<file path="config.mk">
export PLATFORM = sky130hd
export DESIGN_NAME = mips_bus_access_unit
export DESIGN_NICKNAME = d
export VERILOG_FILES = /design/src/rtl/mips_bus_access_unit.sv
export SDC_FILE = /design/constraint.sdc
export NUM_CORES = 1
export LEC_CHECK = 0
export BUFFER_PORTS_ARGS = -buffer_cell sky130_fd_sc_hd__buf_2
export CORE_ASPECT_RATIO = 1.25
export CORE_MARGIN = 8
export CORE_UTILIZATION = 55
export CTS_BUF_LIST = sky130_fd_sc_hd__clkbuf_8
export DETAILED_ROUTE_END_ITERATION = 6
export HOLD_SLACK_MARGIN = 0.12
export PLACE_DENSITY = 0.87
export SYNTH_ARGS = -nofsm -noshare
export SYNTH_HDL_FRONTEND = slang
export SYNTH_SLANG_ARGS = --single-unit
</file>
<file path="constraint.sdc">
create_clock -name clk -period 6.3 [get_ports clk]
set_input_delay 1.26 -clock clk [delete_from_list [all_inputs] [get_ports clk]]
set_output_delay 1.26 -clock clk [all_outputs]
set_load 0.03 [all_outputs]
</file>
<file path="src/rtl/mips_bus_access_unit.sv">
// -----------------------------------------------------------------------------
// mips_bus_access_unit
//   Load/store sequencer between the MIPS core datapath and an Avalon-MM master
//   port. Takes one byte/half/word request, drives a single registered bus
//   transfer (held stable across waitrequest), and returns a big-endian,
//   sign/zero-extended load result. Misaligned or illegal requests are trapped
//   without any bus activity.
//
// Ports
//   clk, reset        clock (rising edge), asynchronous active-high reset
//   start_i           request strobe, sampled only in IDLE
//   req_write_i       1 = store, 0 = load
//   req_size_i        00 byte, 01 half, 10 word, 11 illegal
//   req_signed_i      loads: 1 = sign-extend, 0 = zero-extend
//   req_addr_i        byte effective address
//   req_wdata_i       store value, sub-word value in the low bits
//   busy_o            high while not IDLE (core stall)
//   done_o            one-cycle completion pulse
//   error_o           valid with done_o: trapped request
//   load_data_o       extended load result, held between good loads
//   wait_cycles_o     saturating count of stalled ACCESS cycles
//   address/read/write/waitrequest/writedata/byteenable/readdata
//                     Avalon-MM master signals (little-endian byte lanes)
// -----------------------------------------------------------------------------
module mips_bus_access_unit #(
  parameter int WAIT_CNT_WIDTH = 16
) (
  input  logic                      clk,
  input  logic                      reset,
  input  logic                      start_i,
  input  logic                      req_write_i,
  input  logic [1:0]                req_size_i,
  input  logic                      req_signed_i,
  input  logic [31:0]               req_addr_i,
  input  logic [31:0]               req_wdata_i,
  output logic                      busy_o,
  output logic                      done_o,
  output logic                      error_o,
  output logic [31:0]               load_data_o,
  output logic [WAIT_CNT_WIDTH-1:0] wait_cycles_o,
  output logic [31:0]               address,
  output logic                      read,
  output logic                      write,
  input  logic                      waitrequest,
  output logic [31:0]               writedata,
  output logic [3:0]                byteenable,
  input  logic [31:0]               readdata
);

  typedef enum logic [1:0] {
    S_IDLE   = 2'd0,
    S_ACCESS = 2'd1,
    S_DONE   = 2'd2
  } state_e;

  state_e                    state_q, state_d;
  logic [31:0]               address_q;
  logic                      read_q, write_q;
  logic [3:0]                be_q;
  logic [31:0]               wdata_q;
  logic [1:0]                size_q;
  logic                      signed_q;
  logic [1:0]                off_q;
  logic [31:0]               load_q;
  logic                      error_q;
  logic [WAIT_CNT_WIDTH-1:0] wait_q;

  logic                      misaligned;
  logic [3:0]                be_new;
  logic [31:0]               wdata_new;
  logic [31:0]               lane_shifted;
  logic [15:0]               half_sel;
  logic [31:0]               load_ext;

  // Request decode: alignment trap plus byte-lane placement of store data.
  // The lowest address carries the most significant byte, so sub-words are
  // byte-swapped into little-endian Avalon lanes.
  // NOTE: every signal written in an always_comb gets a default first so no
  // path can leave it unassigned and infer a latch.
  always_comb begin
    misaligned = 1'b0;
    be_new     = 4'b0000;
    wdata_new  = 32'h0;
    case (req_size_i)
      2'b00: begin
        be_new    = 4'b0001 << req_addr_i[1:0];
        wdata_new = {24'h0, req_wdata_i[7:0]} << {req_addr_i[1:0], 3'b000};
      end
      2'b01: begin
        misaligned = req_addr_i[0];
        if (req_addr_i[1]) begin
          be_new    = 4'b1100;
          wdata_new = {req_wdata_i[7:0], req_wdata_i[15:8], 16'h0};
        end else begin
          be_new    = 4'b0011;
          wdata_new = {16'h0, req_wdata_i[7:0], req_wdata_i[15:8]};
        end
      end
      2'b10: begin
        misaligned = (req_addr_i[1:0] != 2'b00);
        be_new     = 4'b1111;
        wdata_new  = {req_wdata_i[7:0], req_wdata_i[15:8],
                      req_wdata_i[23:16], req_wdata_i[31:24]};
      end
      default: misaligned = 1'b1;
    endcase
  end

  // Load extraction from the captured lanes, then extension to 32 bits.
  always_comb begin
    lane_shifted = readdata >> {off_q, 3'b000};
    half_sel     = off_q[1] ? {readdata[23:16], readdata[31:24]}
                            : {readdata[7:0],   readdata[15:8]};
    load_ext     = 32'h0;
    case (size_q)
      2'b00:   load_ext = {{24{signed_q & lane_shifted[7]}}, lane_shifted[7:0]};
      2'b01:   load_ext = {{16{signed_q & half_sel[15]}}, half_sel};
      default: load_ext = {readdata[7:0], readdata[15:8],
                           readdata[23:16], readdata[31:24]};
    endcase
  end

  // Next-state logic.
  always_comb begin
    state_d = state_q;
    case (state_q)
      S_IDLE:   if (start_i) state_d = misaligned ? S_DONE : S_ACCESS;
      S_ACCESS: if (!waitrequest) state_d = S_DONE;
      S_DONE:   state_d = S_IDLE;
      default:  state_d = S_IDLE;
    endcase
  end

  // NOTE: sequential state uses non-blocking assignments so every register
  // samples pre-edge values regardless of statement order.
  always_ff @(posedge clk or posedge reset) begin
    if (reset) begin
      state_q   <= S_IDLE;
      address_q <= 32'h0;
      read_q    <= 1'b0;
      write_q   <= 1'b0;
      be_q      <= 4'b0000;
      wdata_q   <= 32'h0;
      size_q    <= 2'b00;
      signed_q  <= 1'b0;
      off_q     <= 2'b00;
      load_q    <= 32'h0;
      error_q   <= 1'b0;
      wait_q    <= '0;
    end else begin
      state_q <= state_d;
      error_q <= (state_q == S_IDLE) && start_i && misaligned;
      case (state_q)
        S_IDLE: begin
          if (start_i && !misaligned) begin
            address_q <= {req_addr_i[31:2], 2'b00};
            read_q    <= !req_write_i;
            write_q   <= req_write_i;
            be_q      <= be_new;
            wdata_q   <= wdata_new;
            size_q    <= req_size_i;
            signed_q  <= req_signed_i;
            off_q     <= req_addr_i[1:0];
          end
        end
        S_ACCESS: begin
          if (waitrequest) begin
            if (wait_q != '1) wait_q <= wait_q + WAIT_CNT_WIDTH'(1);
          end else begin
            // Transfer accepted: capture load data and release the bus.
            if (!write_q) load_q <= load_ext;
            address_q <= 32'h0;
            read_q    <= 1'b0;
            write_q   <= 1'b0;
            be_q      <= 4'b0000;
            wdata_q   <= 32'h0;
          end
        end
        default: ;
      endcase
    end
  end

  assign busy_o        = (state_q != S_IDLE);
  assign done_o        = (state_q == S_DONE);
  assign error_o       = error_q;
  assign load_data_o   = load_q;
  assign wait_cycles_o = wait_q;
  assign address       = address_q;
  assign read          = read_q;
  assign write         = write_q;
  assign byteenable    = be_q;
  assign writedata     = wdata_q;

endmodule
</file>
# Yosys cells after proc, flatten, opt, wreduce, memory -nomap -nowiden

Cells that the tools add are included.

Bits in registers: 126
Latch bits: 0
Memory bits (writable): 0
ROM bits: 0
Memories: 0

Add/sub/neg operators: 1
Multipliers: 0
Div/mod/pow operators: 0
$lt $le $gt $ge: 0
Equality and inequality tests: 9
Shifts and indexed selects: 3
Muxes and demuxes: 24
Bitwise operators: 4
Reduce and logical (&&, ||, !) cells: 16

Operators by type and width:

| operator              | count |
|---|---|
| $pmux 32 s2           | 3 |
| $mux 32               | 4 |
| $pmux 32 s3           | 1 |
| $shl 8x5->32          | 1 |
| $shr 32x5->8          | 1 |
| $add 16x1->16 const B | 1 |
| $mux 16               | 1 |
| $ne 16x16->1 const B  | 1 |
| $mux 4                | 3 |
| $pmux 4 s3            | 1 |
| $reduce_and 3->1      | 3 |
| $pmux 4 s2            | 1 |
| $eq 2x1->1 const B    | 3 |
| $logic_not 2->1       | 3 |
| $mux 2                | 3 |
| $reduce_bool 2->1     | 3 |
| $eq 2x2->1 const B    | 2 |
| $ne 2x2->1 const B    | 2 |
| $pmux 1 s2            | 2 |
| $pmux 2 s2            | 1 |
| $reduce_and 2->1      | 2 |
| $shl 1x2->4 const A   | 1 |
| $logic_and 1x1->1     | 3 |
| $mux 1                | 3 |
| other kinds (5)       | 8 |

# Logic depth before layout (Yosys ltp)

Gate-level depths: netlist (run 1).

Depth after elaboration: 6
Mapped depth: 7

# Least setup slack after synthesis (run 1)

Ideal clock, no wire load.

Path type: input-to-reg
Start: input req_addr_i[0]
End: register be_q[0] (netlist: byteenable[0])
Data arrival time: 2.454 ns
Slack: 3.726 ns
Stages on the path: 7
Cells stage by stage: buf_2 > o21a_1 > o22ai_1 > nand3_1 > buf_2 > buf_4 > a31o_2

Cells in the longest elaborated chain, start to end: 6
Elaborated cells between the ends (all ways): 10
Classes of those cells: 1 x eq/ne; 1 x shift; 4 x mux; 4 x reduce/logical

RTL lines:

| what                       | RTL line | RTL |
|---|---|---|
| from (decl)                | 34       | `input logic [31:0] req_addr_i,` |
| $reduce_bool 2->1          | 100      | `misaligned = (req_addr_i[1:0] != 2'b00);` |
| $pmux 1 s3                 | 84       | `case (req_size_i)` |
| $logic_not 1->1            | 155      | `if (start_i && !misaligned) begin` |
| $logic_and 1x1->1          | 155      |  |
| $ne 2x1->1 (no line)       | n/a      |  |
| $reduce_and 3->1 (no line) | n/a      |  |
| to (signal assigned)       | 159      | `be_q <= be_new;` |
| to (decl)                  | 59       | `logic [3:0] be_q;` |

Parallel ways exist; a longest one is shown, timed or not. The select of a mux whose other input is x is not followed.
A chain may end at the register's enable or synchronous reset.

# Worst setup path after layout (run 1)

Start: input waitrequest
End: register load_q[13] (netlist: load_data_o[13])

Cells in the longest elaborated chain, start to end: 2

RTL lines:

| what                       | RTL line | RTL |
|---|---|---|
| from (decl)                | 44       | `input logic waitrequest,` |
| $not 1->1 (no line)        | n/a      |  |
| $reduce_and 3->1 (no line) | n/a      |  |
| to (signal assigned)       | 171      | `if (!write_q) load_q <= load_ext;` |
| to (decl)                  | 64       | `logic [31:0] load_q;` |

No other way between the ends.

==> results of run 1 <==
[cells in the final DEF, fill, tap and decap left out, types with 2 or more instances in the layout]
cell type,instances
buf_2,222
dfrtp_1,124
nand2_1,89
mux2i_1,60
nor2_1,50
inv_1,37
a21oi_1,26
clkbuf_8,20
a22oi_1,16
mux2_2,15
a222oi_1,15
a32o_1,8
nand3_1,8
xor2_1,8
a221oi_1,8
nor3_1,5
nand4_1,5
bufinv_16,5
or3_1,4
nor2b_1,4
buf_4,4
nor3b_1,3
xnor2_1,3
nor4_2,3
clkinv_2,3
o21a_1,2
or3b_1,2
nand3b_1,2
a31o_2,2
nor4_1,2
o21bai_1,2
o22ai_2,2
conb_1,2
clkinvlp_4,2
[power breakdown]
part           switching (mW)  internal, mW  total [mW]
clock network           0.321         0.500       0.822
registers               0.223          1.06        1.29
logic                   0.976         0.450        1.43
[registers in the layout, indices dropped and copies added (netlist names), 2 cells and up]
name and flops:
load_data_o 32, writedata 32, address 30, wait_cycles_o 16, byteenable 4, off_q 2
size_q 2, state_q 2
[worst register-to-register path, cell delays in order, from the launching register on]
cell,delay (ns)
dfrtp_1,0.40
or3b_2,0.52
nor2_2,0.91
buf_4,0.39
nor2_1,0.07
a221oi_1,0.24
[stage by stage]
step / total power, mW / util, %
after floorplan: 2.26 / -
after global routing: 3.70 / 71.4
final: 3.53 / 71.4
after global placement: 2.68 / 67.0
after CTS: 3.55 / 71.4
after detailed placement: 2.73 / 67.0
[worst paths after layout]
path	slack, ns	cells after the start	endpoint	startpoint
max	3.14	6	load_data_o[13]$_DFFE_PP0P_	waitrequest
min	0.50	1	wait_cycles_o[9]$_DFFE_PP0P_	wait_cycles_o[9]$_DFFE_PP0P_
max reg2reg	3.66	5	load_data_o[13]$_DFFE_PP0P_	state_q[1]$_DFFE_PP0P_
min reg2reg	0.50	1	wait_cycles_o[9]$_DFFE_PP0P_	wait_cycles_o[9]$_DFFE_PP0P_
max in group asynchronous	4.04	3	signed_q$_DFFE_PP0P_	reset
min in group asynchronous	1.04	2	wait_cycles_o[7]$_DFFE_PP0P_	reset
[final cells by class]
| type | count | area [um^2] | area share, % |
|---|---|---|---|
| tap | 132 | 165 | 2.19 |
| clock buffer | 20 | 275 | 3.65 |
| sequential | 124 | 3100 | 41.2 |
| timing repair buffer | 226 | 1140 | 15.1 |
| multi-input combinational | 368 | 2520 | 33.4 |
| clock inverter | 12 | 193 | 2.56 |
| inverter | 37 | 141 | 1.88 |
[kinds of logic (layout without fill, tap and decap cells)]
family	Yosys count	count (layout)	synth area share, %
compound gates	92	92	12.6
xor+xnor	11	11	1.62
fa+ha+maj	1	1	0.210
buf+inv	73	295	5.72
flops	124	124	52.2
mux	75	75	12.9
other cells	1	2	0.0630
simple gates	187	187	14.6
[per-layer routing]
layer / vias up / part of all wire (%) / GRT usage, %
li1: 2404 / - / -
met2: 286 / 50 / 39.8
met4: 0 / 2.9 / 12.4
met3: 48 / 9.6 / 7.29
met5: - / 0 / 0
met1: 2554 / 37 / 27.7
==> results.md, run 1 <==
* Antenna-violating nets left at 0
* LEAKAGE at 4.15 nW
* Setup bufs post-CTS at 0
* Layout cell share with drive strength beyond 1 at 37.0%
* P&R area growth vs syn at 26.8%
* TritonCTS clock tree: yes
* Synth Instances at 564
* Vias in the first global route at 5,620
* Final Cycle Share at 50.1%
* RSZ-0062 raised after global routing: false
* Worst-path clk slew at 0.08 ns
* Die ar. at 14,400 um^2
* RePlAce Congestion at 0.901
* Top-area cell type share of the netlist area at 52.2%
* Global Route Usage Sum at 24.3%
* Finished Layout Cells at 919
* Post-synthesis sequential area ratio at 52.2%
* Total gr overflow at 0
* Placed inst area at 7070 um^2
* Failing checks: design-rule violations
* Nets at 879
* Warnings, synthesis at 0
* Post-CTS sizing at 0
* Critical Path, Cell by Cell: buf_2 -> or3b_2 -> nor2_2 -> buf_4 -> nor2_1 -> a221oi_1
* Hold Path Class: register to register
* VDD IR-drop max at 0.273 mV
* Hold buffers post-CTS at 0
* DR pass1 iterations at 7
* Crit path max fanout at 31
* Worst Clk Skew at 0.0127 ns
* Async set-or-reset flop fraction in the synthesized netlist at 100%
* DIE HEIGHT at 132 um
* Worst setup margin at 3.14 ns
* Pre-CTS setup slack at 2.73 ns
* Crit path time final at 3.16 ns
* WP buf/inv at 2
* Dpl hpwl at 13.1 mm
* CP startpoint kind: primary input
* Post-synth cell types at 52
* Post-synthesis sequential element count at 124
* Final Hold Viols at 0
* Most numerous cell in the Yosys netlist: dfrtp_1
* CTS Buf Count at 17
* CTS HTree Levels at 4
* Most frequently used flop master after synthesis: dfrtp_1
* Die width at 109 um
* CTS sink count at 124
* Setup violators final at 0
* Actual slew at the worst max-slew pin at 1.27 ns
* Status: finished with violations
* Dpl cells at 887
* Final TNS setup at 0 ns
* Final instance area at 7540 um^2
* Top delay family on crit path: simple AND/OR/NAND/NOR gates
* EDFF count, synth at 0
* Max-cap violations at 0
* Slew Viols, Final at 0
* Worst-Skew Late Latency at 0.43 ns
* Core area at 10,600 um^2
* DRC viols at 1
* Row count at 42
* CTS root buffer: clkbuf_8
* Syn_area_per_cell at 10.5 um^2
* Post-synth top cells: dfrtp_1, nand2_1, mux2i_1, nor2_1, inv_1
* Avg WL per Cell at 19.4 um
* # IOs at 225
* Pwr/cell area at 469 nW/um^2
* Fill cell count at 776
* Avg Vias per Cell at 5.76
* Port bufs at 222
* Synth top area cells: dfrtp_1, mux2i_1, nand2_1
* Worst Path Arrival at 3.48 ns
* Initial antenna violation count at 0
* Clock Tree Buf Depth at 2
* Starting density of the core at 56.3%
* Critical Path RT at 6.62 ns
* Max incr delay on CP at 0.91 ns
* Wire length of the first global-routing pass at 27.8 mm
* Max_slew headroom at 14.9%
* Crit path kind: primary input to register
* Vias at 5,292
* WHS at 0.499 ns
* Largest area contributor in the netlist: dfrtp_1
* Cell Area, Synth at 5950 um^2
* Routed wire length at 17.8 mm
* Crit path capture type: register
* Max Fclk at 317 MHz
* Diode count at 0
* DR iter-0 viols at 462
* Critical-path top delay cell: nor2_2
* Pin count of the biggest net entering global routing at 74
Note: power is estimated with default switching activity, not from simulation.
==> inputs of run 2 (changes only) <==
--- a/config.mk
+++ b/config.mk
@@ -5,14 +5,15 @@
 export SDC_FILE = /design/constraint.sdc
 export NUM_CORES = 1
 export LEC_CHECK = 0
+export ABC_AREA = 1
 export BUFFER_PORTS_ARGS = -buffer_cell sky130_fd_sc_hd__buf_2
 export CORE_ASPECT_RATIO = 1.25
 export CORE_MARGIN = 8
-export CORE_UTILIZATION = 55
+export CORE_UTILIZATION = 52
 export CTS_BUF_LIST = sky130_fd_sc_hd__clkbuf_8
 export DETAILED_ROUTE_END_ITERATION = 6
 export HOLD_SLACK_MARGIN = 0.12
-export PLACE_DENSITY = 0.87
+export PLACE_DENSITY = 0.82
 export SYNTH_ARGS = -nofsm -noshare
 export SYNTH_HDL_FRONTEND = slang
 export SYNTH_SLANG_ARGS = --single-unit
==> constraint.sdc (replaced) <==
create_clock -name clk -period 3.19 [get_ports clk]
set_input_delay 0.638 -clock clk [delete_from_list [all_inputs] [get_ports clk]]
set_output_delay 0.638 -clock clk [all_outputs]
set_load 0.03 [all_outputs]
==> run 2 against run 1 <==
Compared with the run above: the run now ends clean; clock power increased by 58%; die area grew 11%; area after synthesis grew 6.1%; cell area increased by 3.7%; synthesized cell count up 44%; final cell count is 31% higher; count of clock-buffer cells in the layout shrank 3; non-clock buffer count is 6 higher; sequential power rose by 88%.
==> results.md, run 2 <==
* Fill cell count at 1,104 (was 776)
* Pin count of the biggest net entering global routing at 125 (was 74)
* Largest area contributor in the netlist: dfrtp_1 (unchanged)
* Vias at 6,083 (was 5,292)
* Hold buffers post-CTS at 0 (unchanged)
* Crit path capture type: register (unchanged)
* Status: finished clean (was finished with violations)
* RSZ-0062 raised after global routing: false (unchanged)
* Max_slew headroom at 37.5% (was 14.9%)
* CTS HTree Levels at 4 (unchanged)
* Final Util at 65.2% (was 71.4%)
* LEAKAGE at 4.33 nW (was 4.15 nW)
* R2R Path Start: size_q[1]$_DFFE_PP0P_ (was state_q[1]$_DFFE_PP0P_)
* Crit path max fanout at 20 (was 31)
* CTS root buffer: clkbuf_8 (unchanged)
* Avg Vias per Cell at 5.06 (was 5.76)
* Crit path kind: register to register (was primary input to register)
* Crit path time final at 2.12 ns
* Most frequently used flop master after synthesis: dfrtp_1 (unchanged)
* CP startpoint kind: register (was primary input)
* Async set-or-reset flop fraction in the synthesized netlist at 100% (unchanged)
* Setup bufs post-CTS at 0 (unchanged)
* DR iter-0 viols at 409 (was 462)
* TritonCTS clock tree: yes (unchanged)
* Actual slew at the worst max-slew pin at 0.937 ns (was 1.27 ns)
* Pre-CTS setup slack at 0.852 ns (was 2.73 ns)
* Max Fclk at 471 MHz
* Layout cell share with drive strength beyond 1 at 29.7% (was 37.0%)
* Row count at 45 (was 42)
* WHS at 0.331 ns (was 0.499 ns)
* Post-CTS sizing at 0 (unchanged)
* Synth top area cells: dfrtp_1, nand2_1, nand3_1 (was dfrtp_1, mux2i_1, nand2_1)
* Post-synth cell types at 34 (was 52)
* Die ar. at 15,900 um^2 (was 14,400 um^2)
* Worst-path clk slew at 0.09 ns (was 0.08 ns)
* Diode count at 0 (unchanged)
* Port bufs at 222 (unchanged)
* Core area at 12,000 um^2 (was 10,600 um^2)
* Final TNS setup at 0 ns (unchanged)
* Placed inst area at 7450 um^2 (was 7070 um^2)
* Hold Path Class: primary input to async pin (was register to register)
* Top-area cell type share of the netlist area at 49.2% (was 52.2%)
* VDD IR-drop max at 0.492 mV (was 0.273 mV)
* Starting density of the core at 52.6% (was 56.3%)
* # IOs at 225 (unchanged)
* Worst Clk Skew at 0.00859 ns (was 0.0127 ns)
* DR pass1 iterations at 5 (was 7)
* CP Launch Point: size_q[1]$_DFFE_PP0P_ (was waitrequest)
* Wire length of the first global-routing pass at 29.4 mm (was 27.8 mm)
* Final Hold Viols at 0 (unchanged)
* Final Cycle Share at 66.6%
* Cell Area, Synth at 6310 um^2 (was 5950 um^2)
* Worst Path Arrival at 2.46 ns (was 3.48 ns)
* Max-cap violations at 0 (unchanged)
* Die width at 115 um (was 109 um)
* Final instance area at 7820 um^2 (was 7540 um^2)
* Initial antenna violation count at 0 (unchanged)
* CTS sink count at 124 (unchanged)
* Commonest cells after routing, fill and taps aside: nand2_1, buf_2, dfrtp_1, nand3_1, nor2_1 (was buf_2, dfrtp_1, nand2_1, mux2i_1, nor2_1)
* Routed wire length at 17.9 mm (was 17.8 mm)
* Antenna-violating nets left at 0 (unchanged)
* Critical Path RT at 3.52 ns (was 6.62 ns)
* Worst-Skew Late Latency at 0.43 ns (about the same)
* Most numerous cell in the Yosys netlist: nand2_1 (was dfrtp_1)
* Vias in the first global route at 6,081 (was 5,620)
* Pwr/cell area at 841 nW/um^2 (was 469 nW/um^2)
* DIE HEIGHT at 139 um (was 132 um)
* DRC viols at 0 (was 1)
* Setup violators final at 0 (unchanged)
* Clock Tree Buf Depth at 2 (unchanged)
* Synth Instances at 814 (was 564)
* Post-synthesis sequential area ratio at 49.2% (was 52.2%)
* Global Route Usage Sum at 22.9% (was 24.3%)
* RePlAce Congestion at 0.883 (was 0.901)
* Avg WL per Cell at 14.9 um (was 19.4 um)
* Warnings, synthesis at 0 (unchanged)
* Total gr overflow at 0 (unchanged)
* Nets at 1,129 (was 879)
* Post-synth top cells: nand2_1, dfrtp_1, nand3_1, nor2_1, inv_1 (was dfrtp_1, nand2_1, mux2i_1, nor2_1, inv_1)
* Worst setup margin at 1.07 ns (was 3.14 ns)
* CTS Buf Count at 17 (unchanged)
* P&R area growth vs syn at 23.9% (was 26.8%)
* Slew Viols, Final at 0 (unchanged)
* EDFF count, synth at 0 (unchanged)
* Dpl hpwl at 13.0 mm (was 13.1 mm)
* Syn_area_per_cell at 7.75 um^2 (was 10.5 um^2)
* Post-synthesis sequential element count at 124 (unchanged)
* Commonest non-fill, non-tap cell in the layout: nand2_1 (was buf_2)
==> run 2: cell types whose count changed after synthesis, moves of 9 or more <==
cell	before	now
nand3_1	9	98
mux2_2	15	0
nand2_1	89	294
a22oi_1	16	0
o21ai_2	0	9
mux2i_1	60	0
nor2_1	50	60
o21ai_1	0	12
inv_1	37	46
o21ai_0	1	16
a21oi_1	26	45
a222oi_1	15	0
==> run 2: critical path: stages, from the launching register on <==
cell     delay [ns]
dfrtp_1        0.56
buf_4          0.32
inv_2          0.16
nand2_1        0.11
nor2_1         0.04
buf_4          0.18
nand2_1        0.08
nand2_1        0.08
nand2_1        0.23
nand3_1        0.13
nand2_1        0.09
inv_1          0.04
==> run 2: area by class of cell <==
cell class / count / area (um^2) / area share, %
Timing Repair Buffer: 232 / 1210 / 15.5
Inverter: 53 / 203 / 2.59
Clock buffer: 17 / 234 / 2.99
Sequential cell: 124 / 3100 / 39.7
Tap cell: 164 / 205 / 2.62
Multi-Input combinational cell: 596 / 2730 / 35.0
Clock inverter: 15 / 129 / 1.65
==> run 2: worst paths after layout <==
kind                                                 endpoint  slack, ns  depth (start not counted)
worst min register to register         address[5]$_DFFE_PP0P_       0.50                          2
worst max register to register    load_data_o[15]$_DFFE_PP0P_       1.07                         11
max in group asynchronous       wait_cycles_o[13]$_DFFE_PP0P_       2.29                          3
min in group clk                       address[4]$_DFFE_PP0P_       0.39                          3
worst max-delay path              load_data_o[15]$_DFFE_PP0P_       1.07                         11
worst min-delay path                writedata[27]$_DFFE_PP0P_       0.33                          3
==> run 2: kinds of logic (layout without fill, tap and decap cells) <==
kind of cell             after synthesis  after routing  synth area share (%)
XOR/XNOR                               8              8                  1.11
buffers and inverters                 95            317                  7.63
other                                  1              2                0.0594
AND/OR/NAND/NOR                      486            486                  32.8
adder cells (fa/ha/maj)                1              1                 0.198
flip-flops                           124            124                  49.2
AO/OA/AOI/OAI                         99             99                  9.04
==> run 2: report_power, final <==
part	internal, mW	switching [mW]	total (mW)
clock network	0.564	0.732	1.30
registers	2.08	0.343	2.42
logic	0.834	2.02	2.86
total	3.48	3.10	6.58
==> run 2: metal layers <==
metal	wire length (um)	track usage (%)	up-vias
met5	0	0	-
met4	350	7.73	0
met3	1630	7.89	30
met2	8690	37.8	225
met1	7190	26.9	2804
li1	-	-	3024
==> run 2: per-stage QoR <==
stage	power (mW)	instances
5_1_grt	6.98	1201
6_report	6.58	1201
3_5_place_dp	5.33	1169
2_1_floorplan	4.44	815
3_3_place_gp	5.28	1169
4_1_cts	6.63	1201
